==> src/rtl/keypad_scanner.sv <==
// 4x4 matrix keypad scanner: strobes one row low at a time, debounces whole-matrix
// scan results and reports accepted presses on a valid/ack handshake.
module keypad_scanner #(
  parameter int DWELL      = 1000,
  parameter int HOLD_SCANS = 16
) (
  input  logic       clock,
  input  logic       reset,
  output logic [3:0] row_n,
  input  logic [3:0] col_n,
  output logic [3:0] key_code,
  output logic       key_valid,
  input  logic       key_ack,
  output logic       key_down,
  output logic       overrun
);

  localparam int CW = (DWELL > 1) ? $clog2(DWELL) : 1;
  localparam int SW = $clog2(HOLD_SCANS + 1);

  typedef enum logic [1:0] {RES_NONE, RES_SINGLE, RES_MULTI} res_kind_t;

  logic [CW-1:0] dwell_cnt, dwell_next;
  logic [1:0]    row_idx, row_next;
  logic [3:0]    col_meta, col_sync;
  logic [15:0]   acc;
  logic          sample_now, eval_pending;

  res_kind_t     res_kind, prev_kind, acc_kind;
  logic [3:0]    res_code, prev_code, acc_code;
  logic [4:0]    low_count;
  logic [SW-1:0] stable_cnt, stable_next;
  logic          same, saturated, accept, press_event;

  always_comb begin
    sample_now = (dwell_cnt == CW'(DWELL - 1));
    dwell_next = sample_now ? '0 : dwell_cnt + CW'(1);
    row_next   = sample_now ? row_idx + 2'd1 : row_idx;
  end

  // The accumulator holds active-low column samples, bit index = row*4 + col.
  always_ff @(posedge clock) begin
    if (reset) begin
      dwell_cnt    <= '0;
      row_idx      <= 2'd0;
      row_n        <= 4'b1110;
      col_meta     <= 4'hF;
      col_sync     <= 4'hF;
      acc          <= '1;
      eval_pending <= 1'b0;
    end else begin
      col_meta     <= col_n;
      col_sync     <= col_meta;
      dwell_cnt    <= dwell_next;
      row_idx      <= row_next;
      row_n        <= ~(4'b0001 << row_next);
      if (sample_now) begin
        acc[{row_idx, 2'b00} +: 4] <= col_sync;
      end
      eval_pending <= sample_now && (row_idx == 2'd3);
    end
  end

  always_comb begin
    low_count = '0;
    res_code  = '0;
    for (int i = 0; i < 16; i++) begin
      if (!acc[i]) begin
        low_count = low_count + 5'd1;
        res_code  = 4'(i);
      end
    end
    if (low_count == 5'd0) begin
      res_kind = RES_NONE;
    end else if (low_count == 5'd1) begin
      res_kind = RES_SINGLE;
    end else begin
      res_kind = RES_MULTI;
    end
    if (res_kind != RES_SINGLE) begin
      res_code = '0;
    end
  end

  // Acceptance fires only on the scan that brings the run length up to HOLD_SCANS.
  always_comb begin
    same        = (res_kind == prev_kind) && (res_code == prev_code);
    saturated   = (stable_cnt == SW'(HOLD_SCANS));
    stable_next = !same ? SW'(1) : (saturated ? stable_cnt : stable_cnt + SW'(1));
    accept      = eval_pending && (stable_next == SW'(HOLD_SCANS)) && !(same && saturated);
    press_event = accept && (res_kind == RES_SINGLE) &&
                  !((acc_kind == RES_SINGLE) && (acc_code == res_code));
  end

  always_ff @(posedge clock) begin
    if (reset) begin
      prev_kind  <= RES_NONE;
      prev_code  <= '0;
      stable_cnt <= '0;
      acc_kind   <= RES_NONE;
      acc_code   <= '0;
      key_down   <= 1'b0;
    end else if (eval_pending) begin
      prev_kind  <= res_kind;
      prev_code  <= res_code;
      stable_cnt <= stable_next;
      if (press_event) begin
        acc_kind <= RES_SINGLE;
        acc_code <= res_code;
        key_down <= 1'b1;
      end else if (accept && (res_kind == RES_NONE)) begin
        acc_kind <= RES_NONE;
        acc_code <= '0;
        key_down <= 1'b0;
      end
    end
  end

  // A press arriving while an event is still pending is dropped unless acked this cycle.
  always_ff @(posedge clock) begin
    if (reset) begin
      key_code  <= '0;
      key_valid <= 1'b0;
      overrun   <= 1'b0;
    end else if (press_event) begin
      if (!key_valid || key_ack) begin
        key_code  <= res_code;
        key_valid <= 1'b1;
      end else begin
        overrun <= 1'b1;
      end
    end else if (key_valid && key_ack) begin
      key_valid <= 1'b0;
    end
  end

endmodule

==> config.mk <==
export PLATFORM = sky130hd
export DESIGN_NAME = keypad_scanner
export DESIGN_NICKNAME = d
export VERILOG_FILES = /design/src/rtl/keypad_scanner.sv
export SDC_FILE = /design/constraint.sdc
export NUM_CORES = 1
export LEC_CHECK = 0
export CORE_UTILIZATION = 60
export DETAILED_ROUTE_END_ITERATION = 8
export PLACE_DENSITY = 0.78
export SLEW_MARGIN = 5
export SYNTH_ARGS = -nofsm -noshare
export SYNTH_HDL_FRONTEND = slang
export SYNTH_SLANG_ARGS = --single-unit
==> constraint.sdc <==
create_clock -name clock -period 13.05 [get_ports clock]
set_input_delay 1.9575 -clock clock [delete_from_list [all_inputs] [get_ports clock]]
set_output_delay 1.9575 -clock clock [all_outputs]
set_load 0.02 [all_outputs]
# Yosys cells after proc, flatten, opt, wreduce, memory -nomap -nowiden
# Cells that the tools add are included.
[word_totals]
ff_bits = 65
[op_classes]
addsub = 19
eq_ne = 12
shifts = 3
mux = 47
bitwise_logic = 2
reduce_logical = 23
[op_table]
columns = ["op", "n"]
rows = [
  ["2-to-1 mux 5 bit", 17],
  ["adder 5 x 1 -> 5 bit (second input constant)", 16],
  ["2-to-1 mux 4 bit", 17],
  ["bitwise mux 16 bit", 1],
  ["variable shift 4 x 6 -> 16 bit (first input constant)", 1],
  ["indexed part select 4 x 6 -> 16 bit", 1],
  ["adder 10 x 1 -> 10 bit (second input constant)", 1],
  ["== test 10 bit (second input constant)", 1],
  ["== test 5 bit (second input constant)", 2],
  ["logical AND 1 bit", 10],
  ["2-to-1 mux 2 bit", 5],
  ["== test 4 bit", 2],
  ["AND reduction 2 bit", 4],
  ["2-to-1 mux 1 bit", 7],
  ["negation 4 -> 6 bit", 1],
  ["== test 5 x 1 -> 1 bit (second input constant)", 1],
  ["logical NOT 5 bit", 1],
  ["== test 2 x 1 -> 1 bit (second input constant)", 2],
  ["inequality test 2 x 1 -> 1 bit (second input constant)", 2],
  ["inverter 4 bit", 1],
  ["nonzero test 2 bit", 2],
  ["<< shifter 1 x 2 -> 4 bit (first input constant)", 1],
  ["logical NOT 1 bit", 3],
  ["adder 2 x 1 -> 2 bit (second input constant)", 1],
  ["6 further kinds", 6],
]

# Depth between registers and ports, before layout
[logic_depth]
word_depth = 46
ltp_mapped = 54

# Least setup slack after synthesis
# OpenSTA, ideal clock, no wires.
[synth_path]
path_type = "reg-to-reg"
startpoint = "register acc[0]"
endpoint = "register key_code[2]"
arrival_time_ns = 9.636
required_time_ns = 12.927
setup_slack_ns = 3.291
stages_incl_launch_ff = 52
n_path_buf = 0
synth_period_minus_slack_ns = 9.759
cell_sequence = "dfxtp_1 -> inv_1 -> ha_1 -> xnor2_1 -> ha_1 -> nor2b_1 -> a21o_1 -> ha_1 -> mux2_2 -> ha_1 -> nor2b_1 -> a41oi_1 -> nand2_1 -> ha_1 -> nor2_1 -> a31oi_1 -> ha_1 -> nor2_1 -> (+16 left out) -> ha_1 -> nand2b_1 -> o21ai_0 -> ha_1 -> nor2_1 -> nor2_1 -> ha_1 -> nand2b_1 -> o21ai_0 -> ha_1 -> nor2_1 -> nand2_1 -> o21ai_1 -> nor2_1 -> or4_1 -> a32o_2 -> a41oi_4 -> mux2_1"
[synth_via]
elab_chain_len = 45
[synth_lines]
columns = ["item", "line", "rtl"]
rows = [
  ["start, declared", "26", "logic [15:0] acc;"],
  ["start signal, assigned by index", "58", "acc[{row_idx, 2'b00} +: 4] <= col_sync;"],
  ["2-to-1 mux 1 bit *", "68", "if (!acc[i]) begin"],
  ["adder 5 x 1 -> 5 bit", "69", "low_count = low_count + 5'd1;"],
  ["2-to-1 mux 5 bit *", "68", ""],
  ["adder 5 x 1 -> 5 bit", "69", ""],
  ["2-to-1 mux 5 bit *", "68", ""],
  ["adder 5 x 1 -> 5 bit", "69", ""],
  ["2-to-1 mux 5 bit *", "68", ""],
  ["adder 5 x 1 -> 5 bit", "69", ""],
  ["(+27 left out)", "-", ""],
  ["2-to-1 mux 4 bit", "80", "if (res_kind != RES_SINGLE) begin"],
  ["== test 4 bit", "87", "same = (res_kind == prev_kind) && (res_code == prev_code);"],
  ["logical AND 1 bit", "87", ""],
  ["2-to-1 mux 5 bit", "89", "stable_next = !same ? SW'(1) : (saturated ? stable_cnt : stable_cnt + SW'(1));"],
  ["== test 5 bit", "90", "accept = eval_pending && (stable_next == SW'(HOLD_SCANS)) && !(same && saturated);"],
  ["logical AND 1 bit (2 in a row)", "90", ""],
  ["logical AND 1 bit (2 in a row)", "91", "press_event = accept && (res_kind == RES_SINGLE) &&"],
  ["AND reduction 2 bit (no source line)", "-", ""],
  ["end signal, assigned", "127", "key_code <= res_code;"],
  ["end, declared", "11", "output logic [3:0] key_code,"],
]
# Mark *: on every way between the ends. The rest lies on a longest branch, timed or not.
# A chain may end at the register's enable or synchronous reset.

# Worst setup path in the final report
# Ends and elaborated chain as after synthesis.

==> results.ini <==
[critical_path]
path_delay_family=adder cells
critPathSlowestCell=or4_1
cp_max_fo=8
end_kind=flop
worstPathArrival_ns=11.10
max_stage_delay_ns=0.45
worstSetupPathType=flop to flop
cp_num_buf_inv=2
critPathMostFrequentCell=ha_1
regToRegSetupSlack_ns=2.18
cp-start-kind=flop
critPathRequiredTime_ns=13.28

[synthesis]
yosys-top-cells-area=dfxtp_1, ha_1, xnor2_1
syn_nets=640
avgSynthCellArea_um2=8.39
yosysWarnings=0
synthDistinctLibCells=84
synthCells=610
synth_edf_count=0
netlist_area_um2=5120
async_reset_ff_frac=0
synth-main-ff-cell=dfxtp_1
yosysTopAreaCell=dfxtp_1
seq_area_frac_synth=0.247
synth_seq_cells=63
synth_top_area_frac=0.247

[timing]
setup_viol=0
rsz0062_at_grt=false
setup_tns_ns=0
skew_ns=0.0104
fmax_ghz=0.0920
fin_crit_sh=0.833
tightest_slew_ns=1.00
period_minus_slack_ns=10.87
relSlewSlack=0.332
finalHoldViolations=0
drv_slew=0

[detailed_routing]
wl_mm=10.6
dr.first_iter.drc_count=281
ant_nets=0
vias=4369
drt_pre_antenna_iters=6
drc_errors=0
wl_per_cell_um=14.6
vias_per_cell=6.03

[clocking]
cts-root-buf=clkbuf_8
clk_pin_slew_ns=0.08
cts_tree=done
cts_made_buffers=9
insertion_delay_ns=0.34
post_cts_buffers=0
ctsResizeCount=0
numClockSinks=63
htree_levels=3
clk_path_buf_depth=2
cts_hold_buf=0

[cells_and_area]
final_common_cell=dfxtp_1
num_antenna_cells=0
fin_util=0.674
fin_nets=644
drive_gt1_frac=0.0872
final_cell_area_um2=5540
syn_to_final_growth_pct=8.24
layout_common_cells=dfxtp_1, nor2_1, nand2_1, xnor2_1, a21oi_1

[flow_run]
cap_violations=0

[grt]
met3_usage=0.0362
busiest_layer=met2
grt_use_met2=0.439
grt_pass1_wl_mm=18.1
grt_usage=0.251
overflow=0
grt_start_max_net_pins=62
antenna_found_initial=0
grtUsageMet1=0.315
grt_pass1_vias=4115

[placement]
gp_congestion=0.897
dpl_cell_area_um2=5320
io_buffers=17
dp_hpwl_mm=7.93

[floorplan]
dieWidth_um=94.3
fp.dieH_um=94.3
ios=18
core_area_um2=8220
floorplan.initialDensity=0.623
dieArea_um2=8900
fp-row-count=33

[status]
status=complete, no violations

[power_and_ir_drop]
p_leak_nw=2.15
ir_worst_vdd_mv=0.0861
power_density_nw_per_um2=70.9

[hold_path]
hold_path.class=flop to flop

cells by family after synthesis:
family | synth area share
and+or+nand+nor | 0.271
AOI/OAI and AO/OA | 0.200
DFF | 0.247
xor gates and xnor gates | 0.149
buffers and inverters | 0.0384
adders and majority gates | 0.0582
muxes | 0.0364
worst paths after layout:
| check | end | cells after the start | startpoint |
|---|---|---|---|
| max | key_code[2]$_SDFFE_PP0P_ | 51 | acc[0]$_SDFFE_PP1P_ |
| min | col_sync[2]$_SDFF_PP1_ | 1 | col_meta[2]$_SDFF_PP1_ |
| max reg2reg | key_code[2]$_SDFFE_PP0P_ | 51 | acc[0]$_SDFFE_PP1P_ |
| min reg2reg | col_sync[2]$_SDFF_PP1_ | 1 | col_meta[2]$_SDFF_PP1_ |
per-layer routing:
metal | share of wire | routed length, um
met2 | 0.49 | 5190
met1 | 0.47 | 4930
met4 | 0.011 | 114
met5 | 0 | 0
met3 | 0.033 | 346
sequential cells by signal (all words and copies together), names as in the netlist, 4 cells and up:
name,cells
acc,16
dwell_cnt,10
stable_cnt,5
acc_code,4
col_meta,4
col_sync,4
key_code,4
prev_code,4
row_n,4
Yosys cell counts (6+ instances only):
cell type	count
inv_1	25
nor2b_1	20
nand2_1	49
xnor3_1	6
nand3_1	25
nand4_1	9
nor3_1	13
nor2_1	55
xor2_1	12
mux2i_1	13
dfxtp_1	63
o21ai_0	25
a31oi_1	7
a211o_1	12
clkbuf_1	19
ha_1	23
and3_1	8
xnor2_1	32
nand2b_1	21
o21ai_1	6
a21oi_1	26
or2_2	10
cell type report:
| type | count | area [um^2] |
|---|---|---|
| clock inverters | 6 | 92.6 |
| well taps | 105 | 131 |
| fillers | 696 | 2680 |
| flip-flops and latches | 63 | 1260 |
| repair buffers | 17 | 165 |
| clock buffers | 10 | 128 |
| inverters | 27 | 101 |
| multi-input cells | 496 | 3660 |
power by group:
| group | internal (W) | leakage (nW) | total, W | switching (W) |
|---|---|---|---|---|
| Clock | 0.000108 | 0.103 | 0.000187 | 0.0000790 |
| Combinational | 0.00000415 | 1.54 | 0.00000890 | 0.00000475 |
| Sequential | 0.000194 | 0.511 | 0.000196 | 0.00000197 |
| Total | 0.000307 | 2.15 | 0.000393 | 0.0000857 |
through the flow:
step	total power, W	hold WS (ns)	setup WS (ns)	std cells
after CTS	0.000396	0.404	2.24	724
after detailed placement	0.000210	0.394	2.31	708
final	0.000393	0.404	2.18	724
after floorplan	0.000207	0.389	3.29	610
after global placement	0.000209	0.396	2.77	708
after global routing	0.000406	0.408	1.16	724
Note: power is estimated with default switching activity, not from simulation.
